$ cat config.mk
export PLATFORM = sky130hd
export DESIGN_NAME = neuron_dp_ram_flat
export DESIGN_NICKNAME = d
export VERILOG_FILES = /design/src/rtl/neuron_dp_ram_if.sv /design/src/rtl/neuron_dp_ram.sv /design/src/flat_wrapper.sv
export SDC_FILE = /design/constraint.sdc
export NUM_CORES = 2
export LEC_CHECK = 0
export CORE_ASPECT_RATIO = 2
export CORE_MARGIN = 2
export CORE_UTILIZATION = 40
export CTS_BUF_LIST = sky130_fd_sc_hd__clkbuf_8
export CTS_CLUSTER_SIZE = 25
export DETAILED_ROUTE_END_ITERATION = 12
export SYNTH_ARGS = -nofsm -noshare
export SYNTH_HDL_FRONTEND = slang
export SYNTH_SLANG_ARGS = --single-unit
$ cat constraint.sdc
create_clock -name clk -period 5.5 [get_ports clk]
set_input_delay 0.825 -clock clk [delete_from_list [all_inputs] [get_ports clk]]
set_output_delay 0.825 -clock clk [all_outputs]
set_load 0.05 [all_outputs]
$ cat src/rtl/neuron_dp_ram_if.sv
// Bus bundle for neuron_dp_ram: one write port, one registered read port, and init status.
// The master drives addresses, data and enables; the slave (the RAM) returns read_data and init_done.
interface neuron_dp_ram_if #(
   parameter int ADDR_WIDTH = 8,
   parameter int DATA_WIDTH = 8
);
   logic [ADDR_WIDTH-1:0] read_address;
   logic [ADDR_WIDTH-1:0] write_address;
   logic [DATA_WIDTH-1:0] write_data;
   logic                  oe;
   logic                  wre;
   logic [DATA_WIDTH-1:0] read_data;
   logic                  init_done;

   modport master (
      output read_address, write_address, write_data, oe, wre,
      input  read_data, init_done
   );

   modport slave (
      input  read_address, write_address, write_data, oe, wre,
      output read_data, init_done
   );
endinterface

$ cat src/rtl/neuron_dp_ram.sv
// Simple dual-port RAM for neuron weights/activations with a post-reset clear sequencer.
// Build option: define NEURON_DP_RAM_BYPASS_EN for write-first collisions (default is read-first).
module neuron_dp_ram #(
   parameter int ADDR_WIDTH = 8,
   parameter int DATA_WIDTH = 8,
   parameter int DEPTH      = 2 ** ADDR_WIDTH
) (
   input  logic           clk,
   input  logic           rst,
   neuron_dp_ram_if.slave bus
);

   typedef enum logic {
      CLEAR = 1'b0,
      READY = 1'b1
   } state_t;

   localparam logic [ADDR_WIDTH-1:0] LAST_ADDR = ADDR_WIDTH'(DEPTH - 1);

   state_t                state_q;
   state_t                state_d;
   logic [ADDR_WIDTH-1:0] clr_ptr_q;
   logic                  clearing;
   logic                  last_clear;
   logic                  do_write;
   logic                  collision;

   logic [DATA_WIDTH-1:0] mem [DEPTH];

   assign last_clear = (clr_ptr_q == LAST_ADDR);

   // NOTE: sequential state uses non-blocking assignments so every register samples pre-edge values.
   always_ff @(posedge clk) begin
      if (rst) begin
         state_q <= CLEAR;
      end else begin
         state_q <= state_d;
      end
   end

   // NOTE: default assignment first so no path leaves state_d unassigned (no latch).
   always_comb begin
      state_d = state_q;
      unique case (state_q)
         CLEAR:   if (last_clear) state_d = READY;
         READY:   state_d = READY;
         default: state_d = CLEAR;
      endcase
   end

   always_comb begin
      clearing      = (state_q == CLEAR);
      bus.init_done = (state_q == READY);
   end

   always_ff @(posedge clk) begin
      if (rst || !clearing) begin
         clr_ptr_q <= '0;
      end else begin
         clr_ptr_q <= clr_ptr_q + 1'b1;
      end
   end

   assign do_write  = !rst && !clearing && bus.wre;
   assign collision = do_write && (bus.read_address == bus.write_address);

   // NOTE: the array has no reset branch so it maps onto block RAM; the clear sequencer zeroes it instead.
   always_ff @(posedge clk) begin
      if (!rst && clearing) begin
         mem[clr_ptr_q] <= '0;
      end else if (do_write) begin
         mem[bus.write_address] <= bus.write_data;
      end
   end

   always_ff @(posedge clk) begin
      if (rst || clearing || !bus.oe) begin
         bus.read_data <= '0;
      end else begin
`ifdef NEURON_DP_RAM_BYPASS_EN
         bus.read_data <= collision ? bus.write_data : mem[bus.read_address];
`else
         bus.read_data <= mem[bus.read_address];
`endif
      end
   end

`ifndef NEURON_DP_RAM_BYPASS_EN
   // Read-first: the old word is returned on a collision, so the flag has no consumer here.
   logic unused_collision;
   assign unused_collision = collision;
`endif

endmodule

$ cat src/flat_wrapper.sv
// flat-port wrapper written by rule: the top's interface ports become plain ports
module neuron_dp_ram_flat 
#(
   parameter int ADDR_WIDTH = 8,
   parameter int DATA_WIDTH = 8,
   parameter int DEPTH      = 2 ** ADDR_WIDTH
)
  (clk, rst, bus_read_address, bus_write_address, bus_write_data, bus_oe, bus_wre, bus_read_data, bus_init_done);
  neuron_dp_ram_if #(.ADDR_WIDTH(ADDR_WIDTH), .DATA_WIDTH(DATA_WIDTH)) bus_i ();
  input  logic clk;
  input  logic rst;
  input wire logic [$bits(bus_i.read_address)-1:0] bus_read_address;
  input wire logic [$bits(bus_i.write_address)-1:0] bus_write_address;
  input wire logic [$bits(bus_i.write_data)-1:0] bus_write_data;
  input wire logic [$bits(bus_i.oe)-1:0] bus_oe;
  input wire logic [$bits(bus_i.wre)-1:0] bus_wre;
  output wire logic [$bits(bus_i.read_data)-1:0] bus_read_data;
  output wire logic [$bits(bus_i.init_done)-1:0] bus_init_done;
  assign bus_i.read_address = bus_read_address;
  assign bus_i.write_address = bus_write_address;
  assign bus_i.write_data = bus_write_data;
  assign bus_i.oe = bus_oe;
  assign bus_i.wre = bus_wre;
  assign bus_read_data = bus_i.read_data;
  assign bus_init_done = bus_i.init_done;
  neuron_dp_ram #(.ADDR_WIDTH(ADDR_WIDTH), .DATA_WIDTH(DATA_WIDTH), .DEPTH(DEPTH)) u_core (.clk(clk), .rst(rst), .bus(bus_i));
endmodule
==> impl_metrics.yaml <==
status:
  outcome: "finished, violations left"
  violations: "capacitance limit"
die:
  floorplan.io_pins: 37
  floorplan.die.height_um: 641
  core_mm2: 0.201
  initial_core_util: 0.402
  design.die.area_mm2: 0.206
  die_span_in_x_um: 322
  num_rows: 233
grt:
  groute.usage.overall: 0.218
  grt_start_max_net_pins: 117
  vias_in_the_first_global_route: 42400
  overflow: 0
  number_of_antenna_violations_at_the_first_check_in_global_routing: 10
  grt_pass1_wl_mm: 316
clock_network:
  clock_slew_at_the_register_clock_pins_of_the_worst_setup_and_hold_paths_ns: 0.07
  cts_resized: 0
  cts.root.buffer_cell: "clkbuf_8"
  tritoncts.num_buffers: 273
  cts_max_level: 5
  clk_path_buf_depth: 4
  clkLatencyLatePin_ns: 0.94
  cts_hold_repair.buffers: 0
  clock-sinks: 2065
  post_cts.repair.setup_buffers: 0
  cts_tree: "done"
yosys:
  ys_warn_count: 0
  synth-seq-cells: 2065
  synth.top_cells.by_area: "edfxtp_1 (76%), mux4_2 (11%), mux2i_1 (3.1%)"
  dominantRegCellSynth: "edfxtp_1"
  synth_area_mm2: 0.0811
  synth_area_per_cell_um2: 20.6
  synth_enable_flop_cells: 2048
  synth_top_cells_by_count: "edfxtp_1 (2048), mux4_2 (378), nor2_1 (296)"
  yosysTopAreaCell: "edfxtp_1"
  synth.yosys.seq_area_share: 0.763
  postSynthCellCount: 3932
  asyncSetResetFlopFracSynth: 0
  most_frequent_cell_after_synthesis: "edfxtp_1"
  synth_cell_type_count: 56
  synth.top_cell.area_share: 0.759
  syn_nets: 3961
detailed_routing:
  final_antenna_net_count: 0
  wl_met3_mm: 12.9
  met2WireLength_mm: 124
  route.layer.met1.wl_mm: 74.4
  drt_pass1_iterations: 6
  routedWlPerCell_um: 32.0
  top_routing_layer_in_use: "met5"
  num_vias: 40600
  route.final.wire_length_mm: 226
  via_per_inst: 5.74
  detail_route.drc_violations: 0
  first_iter_violations: 3910
power_and_ir_drop:
  leakage_nw: 32.3
  report.power.total_mw: 29.4
  internal-power_mw: 23.0
  irDropWorstVdd_mv: 0.134
  switching_share_of_power: 0.217
  seqPwrFrac: 0.579
  power_per_cell_area_mw_per_mm2: 327
  p_sw_mw: 6.37
  comb_power_share: 0.037
  clock_power_share: 0.384
timing:
  tightestPinTransition_ns: 1.48
  finalHoldViolCount: 0
  worst_slack_ns: 1.51
  tns_ns: 0
  grt_setup_unrepaired: "no"
  maxClockFrequency_mhz: 251
  slew_viol_final: 0
  final.period_utilization: 0.726
  timing.slew.headroom: 0.00946
  setup_viol: 0
  finalWorstPathRequiredPeriod_ns: 3.99
  worst_hold_slack_ns: 0.547
  finClkSkew_ns: 0.0715
worst_hold_path:
  worstHoldPathCells: 1
  holdCritPathClass: "flop to flop"
placed_design:
  placed_area_mm2: 0.0849
  place.detailed.hpwl_mm: 149
  pre_cts_setup_slack_ns: 0.564
  io_buffers: 36
  gp_congestion: 0.891
worst_setup_path:
  cpLargestDelayFamily: "simple AND/OR/NAND/NOR gates"
  timing.critical_path.to_type: "flop"
  critical_path.max_stage_delay_ns: 1.08
  crit_arrival_ns: 4.77
  crit_chain: "clkdlybuf4s50_1, nor3b_2, nand2_1, a211oi_1, a2111oi_1, nand4_1, o22ai_1"
  ff2ff_path_depth: 7
  setup.worst_path.class: "primary input to flop"
  cp_data_required_time_ns: 6.28
  cp_slowest_cell: "nor3b_2"
  critPathMaxFanout: 16
  worstPathBufferInverterCount: 1
  worst-path-stages: 7
  start_kind: "primary input"
run:
  timing.max_cap.violations: 1
cells_and_area:
  area.growth.synth_to_final_pct: 11.1
  fraction_of_layout_cells_with_a_size_suffix_above_1: 0.216
  nets: 4202
  post-route-cell-area_mm2: 0.0901
  fillers: 17000
worst register-to-register path: stages (launching register included):
cell,delay (ns)
dfxtp_1,0.43
nand2_1,0.11
nor2_2,0.75
nand3_1,0.15
nand2_1,0.27
nand3_1,0.61
buf_12,0.41
nor2_1,0.58
worst paths after layout:
check | slack [ns] | startpoint | to
max reg2reg | 1.82 | u_core.bus.init_done | u_core.mem[67][3]
min reg2reg | 0.55 | u_core.clr_ptr_q[0] | u_core.clr_ptr_q[0]
min | 0.55 | u_core.clr_ptr_q[0] | u_core.clr_ptr_q[0]
max | 1.51 | bus_read_address[5] | u_core.bus.read_data[0]
logic make-up (layout without fill, tap and decap cells):
family	Yosys count	in the layout	synth area share
AOI/OAI and AO/OA	389	389	0.0349
xor gates and xnor gates	6	6	0.000648
adders and majority gates	1	1	0.000154
buffers and inverters	239	679	0.0217
DFF	2065	2065	0.763
muxes	679	679	0.149
other	0	7	0
and+or+nand+nor	553	553	0.0303
flip-flops by register name, summed over array words and instances (netlist names):
signal	flops
u_core.mem	2048
u_core.bus.init_done	1
u_core.clr_ptr_q	8
u_core.bus.read_data	8
final cells by class:
type / count / area (um^2) / share of cell area
Antenna cell: 7 / 17.5 / 0.000194
Clock inverter: 190 / 1280 / 0.0142
Tap cell: 2702 / 3380 / 0.0375
Clock buffer: 284 / 3910 / 0.0434
Sequential cell: 2065 / 61800 / 0.687
Timing Repair Buffer: 201 / 2090 / 0.0232
Inverter: 4 / 20.0 / 0.000222
Multi-Input combinational cell: 1628 / 17500 / 0.195
metal layers:
metal  up-vias  GRT usage
met3       505     0.0328
met2      1606      0.406
met5         -          0
met1     21600      0.228
met4         6      0.135
li1      16900          -
power by group through the flow:
stage	Clock [mW]	Combinational (mW)	Sequential, mW
global route	12.0	1.11	17.0
floorplan	0	0.699	17.4
CTS	11.5	1.08	17.0
finish	11.3	1.08	17.0
detailed placement	0	1.08	17.4
global placement	0	1.08	17.4
cells in the final DEF (no fill, tap or decap), types with 17 or more instances in the layout:
cell type,n
a211oi_1,28
a21oi_1,50
a22oi_1,33
and2_1,19
buf_12,39
buf_4,128
bufinv_16,17
clkbuf_8,284
clkdlybuf4s50_1,31
clkinv_1,61
clkinv_2,34
dfxtp_1,17
edfxtp_1,2048
inv_1,60
mux2i_1,250
mux4_1,35
mux4_2,378
nand2_1,97
nand3_1,41
nand3b_1,18
nor2_1,294
o21ai_0,40
o221ai_1,117
o22ai_1,74
per-stage QoR:
stage,util,cells
2_1_floorplan,-,3932
3_3_place_gp,0.421,6600
3_5_place_dp,0.421,6600
4_1_cts,0.447,7074
5_1_grt,0.447,7075
6_report,0.447,7081
(Power assumes the default switching activity.)
